$ cat src/rtl/tcp_pkg.sv
`default_nettype none
// ----------------------------------------------------------------------------
// tcp_pkg : word/count types and lane constants shared by the tcp TX stages.
// Revision: 1.0
// ----------------------------------------------------------------------------
package tcp_pkg;

  localparam int BYTE_LANES = 8;

  typedef logic [63:0] tcp_word_t;
  typedef logic [2:0]  tcp_cnt_t;
  typedef logic [3:0]  tcp_fill_t;

  // Places a byte into lane n (lane 0 = [63:56]) of an otherwise zero word.
  function automatic tcp_word_t place_byte(input logic [7:0] b, input logic [2:0] lane);
    tcp_word_t w;
    w = {b, 56'd0};
    return w >> {lane, 3'b000};
  endfunction

endpackage
`default_nettype wire

$ cat src/rtl/tcp_tx_packer_if.sv
`default_nettype none
// ----------------------------------------------------------------------------
// tcp_tx_packer_if : byte-stream input and word-stream output of the packer.
// Revision: 1.0
// ----------------------------------------------------------------------------
interface tcp_tx_packer_if;
  import tcp_pkg::*;

  logic [7:0] in_data;
  logic       in_valid;
  logic       in_last;
  logic       in_ready;
  tcp_word_t  tx_data;
  tcp_cnt_t   tx_cnt;
  logic       tx_valid;
  logic       tx_ready;

  // Environment side: byte source and word sink.
  modport master (
    output in_data, in_valid, in_last, tx_ready,
    input  in_ready, tx_data, tx_cnt, tx_valid
  );

  // Packer side.
  modport slave (
    input  in_data, in_valid, in_last, tx_ready,
    output in_ready, tx_data, tx_cnt, tx_valid
  );

endinterface
`default_nettype wire

$ cat src/rtl/tcp_tx_packer.sv
`default_nettype none
// ----------------------------------------------------------------------------
// tcp_tx_packer : packs an MSB-first byte stream into 64-bit words for tcp TX.
// Revision: 1.0
// ----------------------------------------------------------------------------
module tcp_tx_packer
  import tcp_pkg::*;
#(
  parameter int unsigned FLUSH_TIMEOUT = 64
) (
  input  wire logic       clk,
  input  wire logic       rst,
  input  wire logic       con_ready,
  tcp_tx_packer_if.slave  bus
);

  localparam logic [16:0] TIMEOUT_L  = 17'(FLUSH_TIMEOUT);
  localparam bit          TIMEOUT_EN = (FLUSH_TIMEOUT != 0);

  tcp_word_t   acc_data_q, acc_data_d;
  tcp_fill_t   acc_cnt_q,  acc_cnt_d;
  logic        acc_closed_q, acc_closed_d;
  logic [15:0] timer_q,    timer_d;
  tcp_word_t   tx_data_q,  tx_data_d;
  tcp_cnt_t    tx_cnt_q,   tx_cnt_d;
  logic        tx_valid_q, tx_valid_d;

  logic        in_ready_w;
  logic        accept_w;
  logic        out_free_w;
  logic        timeout_w;
  logic        close_w;
  tcp_word_t   word_w;
  tcp_fill_t   fill_w;
  logic [16:0] timer_inc_w;

  assign in_ready_w  = con_ready && !acc_closed_q;
  assign accept_w    = bus.in_valid && in_ready_w;
  assign out_free_w  = !tx_valid_q || bus.tx_ready;
  assign timer_inc_w = {1'b0, timer_q} + 17'd1;

  // An accepted byte in the same cycle pre-empts the timeout.
  assign timeout_w = TIMEOUT_EN && !accept_w && !acc_closed_q &&
                     (acc_cnt_q != 4'd0) && (timer_inc_w == TIMEOUT_L);

  assign word_w  = accept_w ? (acc_data_q | place_byte(bus.in_data, acc_cnt_q[2:0])) : acc_data_q;
  assign fill_w  = acc_cnt_q + {3'b000, accept_w};
  assign close_w = timeout_w || (accept_w && (bus.in_last || acc_cnt_q == 4'd7));

  always_comb begin
    acc_data_d   = acc_data_q;
    acc_cnt_d    = acc_cnt_q;
    acc_closed_d = acc_closed_q;
    timer_d      = timer_q;
    tx_data_d    = tx_data_q;
    tx_cnt_d     = tx_cnt_q;
    tx_valid_d   = tx_valid_q;

    if (tx_valid_q && bus.tx_ready) begin
      tx_valid_d = 1'b0;
    end

    if (!con_ready) begin
      // tcp drops everything while disconnected, so pending data is discarded.
      acc_data_d   = '0;
      acc_cnt_d    = '0;
      acc_closed_d = 1'b0;
      timer_d      = '0;
      tx_data_d    = '0;
      tx_cnt_d     = '0;
      tx_valid_d   = 1'b0;
    end else if (acc_closed_q) begin
      if (out_free_w) begin
        tx_data_d    = acc_data_q;
        tx_cnt_d     = tcp_cnt_t'(acc_cnt_q - 4'd1);
        tx_valid_d   = 1'b1;
        acc_data_d   = '0;
        acc_cnt_d    = '0;
        acc_closed_d = 1'b0;
      end
      timer_d = '0;
    end else if (close_w) begin
      if (out_free_w) begin
        tx_data_d  = word_w;
        tx_cnt_d   = tcp_cnt_t'(fill_w - 4'd1);
        tx_valid_d = 1'b1;
        acc_data_d = '0;
        acc_cnt_d  = '0;
      end else begin
        acc_data_d   = word_w;
        acc_cnt_d    = fill_w;
        acc_closed_d = 1'b1;
      end
      timer_d = '0;
    end else begin
      acc_data_d = word_w;
      acc_cnt_d  = fill_w;
      if (accept_w || acc_cnt_q == 4'd0) begin
        timer_d = '0;
      end else begin
        timer_d = timer_inc_w[15:0];
      end
    end
  end

  always_ff @(posedge clk or posedge rst) begin
    if (rst) begin
      acc_data_q   <= '0;
      acc_cnt_q    <= '0;
      acc_closed_q <= 1'b0;
      timer_q      <= '0;
      tx_data_q    <= '0;
      tx_cnt_q     <= '0;
      tx_valid_q   <= 1'b0;
    end else begin
      acc_data_q   <= acc_data_d;
      acc_cnt_q    <= acc_cnt_d;
      acc_closed_q <= acc_closed_d;
      timer_q      <= timer_d;
      tx_data_q    <= tx_data_d;
      tx_cnt_q     <= tx_cnt_d;
      tx_valid_q   <= tx_valid_d;
    end
  end

  assign bus.in_ready = in_ready_w;
  assign bus.tx_data  = tx_data_q;
  assign bus.tx_cnt   = tx_cnt_q;
  assign bus.tx_valid = tx_valid_q;

endmodule
`default_nettype wire

$ cat src/flat_wrapper.sv
// flat-port wrapper written by rule: the top's interface ports become plain ports
module tcp_tx_packer_flat import tcp_pkg::*;
#(
  parameter int unsigned FLUSH_TIMEOUT = 64
)
  (clk, rst, con_ready, bus_in_data, bus_in_valid, bus_in_last, bus_tx_ready, bus_in_ready, bus_tx_data, bus_tx_cnt, bus_tx_valid);
  tcp_tx_packer_if bus_i ();
  input  wire logic clk;
  input  wire logic rst;
  input  wire logic con_ready;
  input wire logic [$bits(bus_i.in_data)-1:0] bus_in_data;
  input wire logic [$bits(bus_i.in_valid)-1:0] bus_in_valid;
  input wire logic [$bits(bus_i.in_last)-1:0] bus_in_last;
  input wire logic [$bits(bus_i.tx_ready)-1:0] bus_tx_ready;
  output wire logic [$bits(bus_i.in_ready)-1:0] bus_in_ready;
  output wire logic [$bits(bus_i.tx_data)-1:0] bus_tx_data;
  output wire logic [$bits(bus_i.tx_cnt)-1:0] bus_tx_cnt;
  output wire logic [$bits(bus_i.tx_valid)-1:0] bus_tx_valid;
  assign bus_i.in_data = bus_in_data;
  assign bus_i.in_valid = bus_in_valid;
  assign bus_i.in_last = bus_in_last;
  assign bus_i.tx_ready = bus_tx_ready;
  assign bus_in_ready = bus_i.in_ready;
  assign bus_tx_data = bus_i.tx_data;
  assign bus_tx_cnt = bus_i.tx_cnt;
  assign bus_tx_valid = bus_i.tx_valid;
  tcp_tx_packer #(.FLUSH_TIMEOUT(FLUSH_TIMEOUT)) u_core (.clk(clk), .rst(rst), .con_ready(con_ready), .bus(bus_i));
endmodule
$ cat config.mk
export PLATFORM = sky130hd
export DESIGN_NAME = tcp_tx_packer_flat
export DESIGN_NICKNAME = d
export VERILOG_FILES = /design/src/rtl/tcp_pkg.sv /design/src/rtl/tcp_tx_packer_if.sv /design/src/rtl/tcp_tx_packer.sv /design/src/flat_wrapper.sv
export SDC_FILE = /design/constraint.sdc
export NUM_CORES = 1
export LEC_CHECK = 0
export ABC_AREA = 1
export ABC_CLOCK_PERIOD_IN_PS = 7360
export CAP_MARGIN = 10
export CORE_MARGIN = 2
export CORE_UTILIZATION = 50
export CTS_CLUSTER_DIAMETER = 30
export DETAILED_ROUTE_END_ITERATION = 10
export HOLD_SLACK_MARGIN = 0.06
export PLACE_DENSITY = 0.72
export REMOVE_ABC_BUFFERS = 1
export SETUP_SLACK_MARGIN = 0.02
export SLEW_MARGIN = 10
export SYNTH_ARGS = -nofsm -noshare
export SYNTH_HDL_FRONTEND = slang
export SYNTH_SLANG_ARGS = --single-unit
$ cat constraint.sdc
create_clock -name clk -period 7.36 [get_ports clk]
set_input_delay 1.472 -clock clk [delete_from_list [all_inputs] [get_ports clk]]
set_output_delay 1.472 -clock clk [all_outputs]
set_load 0.01 [all_outputs]
* Yosys cells after proc, flatten, opt, wreduce, memory -nomap -nowiden *
Cells that the tools add are included.

word-level totals
  register bits after elaboration = 153
  bits of input ports = 14
  output and inout port bits = 69
  logic and storage cells = 69

operators by class
  add/sub/neg operators = 4
  eq/ne operators = 5
  shift-type cells = 1
  muxes and demuxes = 34
  bitwise operators = 1
  reduce and logical (&&, ||, !) cells = 17

operators with widths
  cell                                                    number
  2-to-1 mux 64 bit                                       11
  2-to-1 mux 16 bit                                       4
  bitwise OR 64 bit                                       1
  >> shifter 64 x 6 -> 64 bit                             1
  2-to-1 mux 4 bit                                        5
  adder 16 x 1 -> 17 bit (second input constant)          1
  equality test 17 x 7 -> 1 bit (second input constant)   1
  2-to-1 mux 3 bit                                        5
  2-to-1 mux 1 bit                                        9
  logical AND 1 bit                                       7
  subtractor 3 x 1 -> 3 bit (second input constant)       2
  adder 4 x 1 -> 4 bit                                    1
  equality test 4 x 3 -> 1 bit (second input constant)    1
  logical NOT 4 bit                                       1
  logical OR 1 bit                                        4
  nonzero test 4 bit                                      1
  logical NOT 1 bit                                       3
  inequality test 3 x 1 -> 1 bit (second input constant)  1
  inequality test 3 bit (second input constant)           1
  inequality test 2 x 1 -> 1 bit (second input constant)  1
  AND reduction 2 bit                                     1

* Longest topological paths before layout *
  depth after elaboration = 11
  mapped depth = 17
  depth with buffers taken out = 15

* Worst setup path after synthesis *
No wires, ideal clock.

  kind = in2out
  from = in con_ready
  to = out bus_in_ready
  arrival = 1.810 ns
  data required time = 5.888 ns
  path slack = 4.078 ns
  cell stages on the path = 2
  path buffers = 0
  path through = inv_2 > nor2_1

on the way
  cells in the longest elaborated chain, start to end = 1

ends and longest elaborated chain
  item               line                 source
  start, declared    flat_wrapper.sv:10   input wire logic con_ready;
  logical AND 1 bit  tcp_tx_packer.sv:37  assign in_ready_w = con_ready && !acc_closed_q;
  end, declared      flat_wrapper.sv:15   output wire logic [$bits(bus_i.in_ready)-1:0] bus_in_ready;

Every way passes these cells.

* Worst setup path after layout *
Same ends and word-level chain as after synthesis.

==> flow_summary.json <==
{
  "status": "completed",
  "power_frac_comb_pct": 7.4,
  "hold_class": "flip-flop to flip-flop",
  "power.switching_mw": 0.453,
  "rows": 45,
  "finalMaxSlewViolations": 0,
  "overflow": 0,
  "grt_first_pass_wirelength_mm": 31.4,
  "crit_path_frequent_cell": "clkdlybuf4s50_1",
  "clock_latency_ns": 0.43,
  "timing.hold.ws_ns": 0.468,
  "finalNetCount": 1108,
  "p_leak_nw": 4.55,
  "port_buffers": 82,
  "setup_tns_ns": 0,
  "cts-root-buf": "clkbuf_16",
  "final_common_cell": "nand2_1",
  "cts.path.max_buffers": 2,
  "critical_path.slowest_cell": "clkdlybuf4s50_1",
  "r2r_setup_slack_ns": 3.48,
  "drive_gt1_share_pct": 5.44,
  "start_util_pct": 50.6,
  "end_kind": "primary output",
  "layout_common_cells": "385 x nand2_1, 168 x nor2_1, 153 x dfrtp_1",
  "clockPowerShare_pct": 45.6,
  "drc_errors": 0,
  "critPathKind": "input port to primary output",
  "antenna_cells": 0,
  "period_share_pct": 61.6,
  "synth_cell_types": 28,
  "regArea_sq_um": 3830,
  "ff2ff_path_depth": 10,
  "core-area_sq_um": 15000,
  "slowest_delay_ns": 0.62,
  "power_frac_seq_pct": 47.0,
  "ant_nets": 0,
  "start_kind": "input port",
  "fmax_mhz": 221,
  "finalCriticalPeriod_ns": 4.53,
  "worst_pin_slew_ns": 1.24,
  "avgSynthCellArea_sq_um": 7.32,
  "placed_cell_area_sq_um": 8460,
  "stdcell_area_sq_um": 9020,
  "grt_max_degree": 102,
  "ys_seq_area_share_pct": 50.3,
  "globalplace.congestion": 0.834,
  "rsz0062_at_grt": "false",
  "grt_pass1_vias": 6256,
  "relSlewSlack_pct": 17.2,
  "numCtsBuffers": 17,
  "drv_cap": 0,
  "fin_ws_ns": 2.83,
  "cts_tree": "built",
  "crit_path_cell_trace": "clkdlybuf4s50_1 -> inv_2 -> nor2_1 -> clkdlybuf4s50_1",
  "netlist_instances": 1039,
  "utilization_pct": 60.0,
  "power_density_nw_per_um2": 202,
  "vias": 6796,
  "critical_path_cell_count": 4,
  "synth.yosys.warnings": 0,
  "cts_resized": 0,
  "drt-total-wl_mm": 18.8,
  "critPathTopFamily": "buffers and inverters",
  "path_buf_inv": 3,
  "clkTransAtPathRegs_ns": 0.06,
  "layout-area-overhead-vs-synth_pct": 18.5,
  "cts.sinks": 153,
  "switching_share_pct": 24.8,
  "hold_depth": 2,
  "wl_per_cell_microns": 14.5,
  "fillers": 1364,
  "crit_required_ns": 5.89,
  "synth_area_sq_um": 7610,
  "die_w_microns": 127,
  "die_height_microns": 127,
  "synth_seq_cells": 153,
  "finalHoldViolations": 0,
  "multiInputGateArea_sq_um": 3300,
  "worstPathArrival_ns": 3.06,
  "dr.first_iter.drc_count": 738,
  "crit_fanout": 6,
  "antenna_found_initial": 0,
  "pre_cts_ws_ns": 2.60,
  "die_area_sq_um": 16200,
  "vias_per_cell": 5.27,
  "skew_ns": 0.00855,
  "dp_hpwl_mm": 10.7,
  "cts_setup_buffers": 0,
  "htree_levels": 4,
  "report.final.setup_viol": 0,
  "grtUsageTotal_pct": 24.1,
  "internal_power_mw": 1.37,
  "hold_buffers": 0,
  "firstDrtPassIters": 5,
  "irDropWorstVdd_mv": 0.172,
  "pin_count": 83
}
[per-layer routing]
metal / GRT usage [%] / vias up / routed length (microns)
met5: 0 / - / 0
met4: 6.92 / 0 / 172
met3: 5.19 / 16 / 931
met2: 35.8 / 182 / 8510
met1: 35.7 / 3227 / 9140
li1: - / 3371 / -
[power groups by stage]
stage / logic, mW / clock network [mW] / registers, mW
after CTS: 0.135 / 0.842 / 0.858
after global placement: 0.134 / 0 / 0.873
after floorplan: 0.0704 / 0 / 0.878
final: 0.134 / 0.833 / 0.858
after global routing: 0.150 / 0.880 / 0.859
after detailed placement: 0.135 / 0 / 0.873
[layout make-up]
class,instances,share of cell area [%]
multi-input combinational,775,36.6
inverter,48,2.05
tap,188,2.61
clock inverter,11,1.08
clock buffer,21,5.11
timing repair buffer,94,10.1
sequential,153,42.5
[logic make-up after synthesis]
kind of cell | after synthesis | share of synthesized area, %
AND/OR/NAND/NOR | 685 | 36.4
XOR/XNOR | 3 | 0.345
adder cells (fa/ha/maj) | 5 | 0.822
AO/OA/AOI/OAI | 82 | 5.54
buffers and inverters | 111 | 6.63
flip-flops | 153 | 50.3
[worst paths after layout]
path                                                    start                                  to
max                                                 con_ready                        bus_in_ready
min                        u_core.bus.tx_data[53]$_DFFE_PP0P_  u_core.bus.tx_data[53]$_DFFE_PP0P_
max reg2reg                   u_core.acc_cnt_q[0]$_DFFE_PP0P_    u_core.bus.tx_cnt[0]$_DFFE_PP0P_
min reg2reg                u_core.bus.tx_data[53]$_DFFE_PP0P_  u_core.bus.tx_data[53]$_DFFE_PP0P_
max in group asynchronous                                 rst     u_core.acc_cnt_q[3]$_DFFE_PP0P_
min in group asynchronous                                 rst  u_core.bus.tx_data[17]$_DFFE_PP0P_
[cells in the mapped netlist (all sizes together)]
master	number	area [sq um]
a211oi	1	7.51
clkbuf	29	109
nand2	388	1460
xnor2	2	17.5
a21oi	67	335
nand4	9	68.8
clkinv	3	11.3
inv	45	169
nor2	175	667
a31oi	1	6.26
xor2	1	8.76
nor3	32	160
o21bai	3	22.5
o21ai	10	50.0
dfrtp	153	3830
nand3b	1	7.51
ha	5	62.6
nor4	1	6.26
buf	34	215
nand3	79	395
[tightest hold or removal path, cell delays in order (launching register included)]
cell and delay [ns]:
dfrtp_1 0.34, nand2_1 0.05, nand2_1 0.04
[through the flow]
| stage | std cells | total power [mW] |
|---|---|---|
| after floorplan | 976 | 0.949 |
| after global routing | 1290 | 1.89 |
| after global placement | 1258 | 1.01 |
| after CTS | 1290 | 1.84 |
| after detailed placement | 1258 | 1.01 |
| final | 1290 | 1.83 |
[registers in the layout (all words and copies together) (netlist names)]
name and count:
u_core.bus.tx_data 64, u_core.acc_cnt_q 4, u_core.acc_data_q 64, u_core.bus.tx_valid 1, u_core.timer_q 16, u_core.acc_closed_q 1
u_core.bus.tx_cnt 3
No activity file was read; power rests on OpenSTA's default activity.
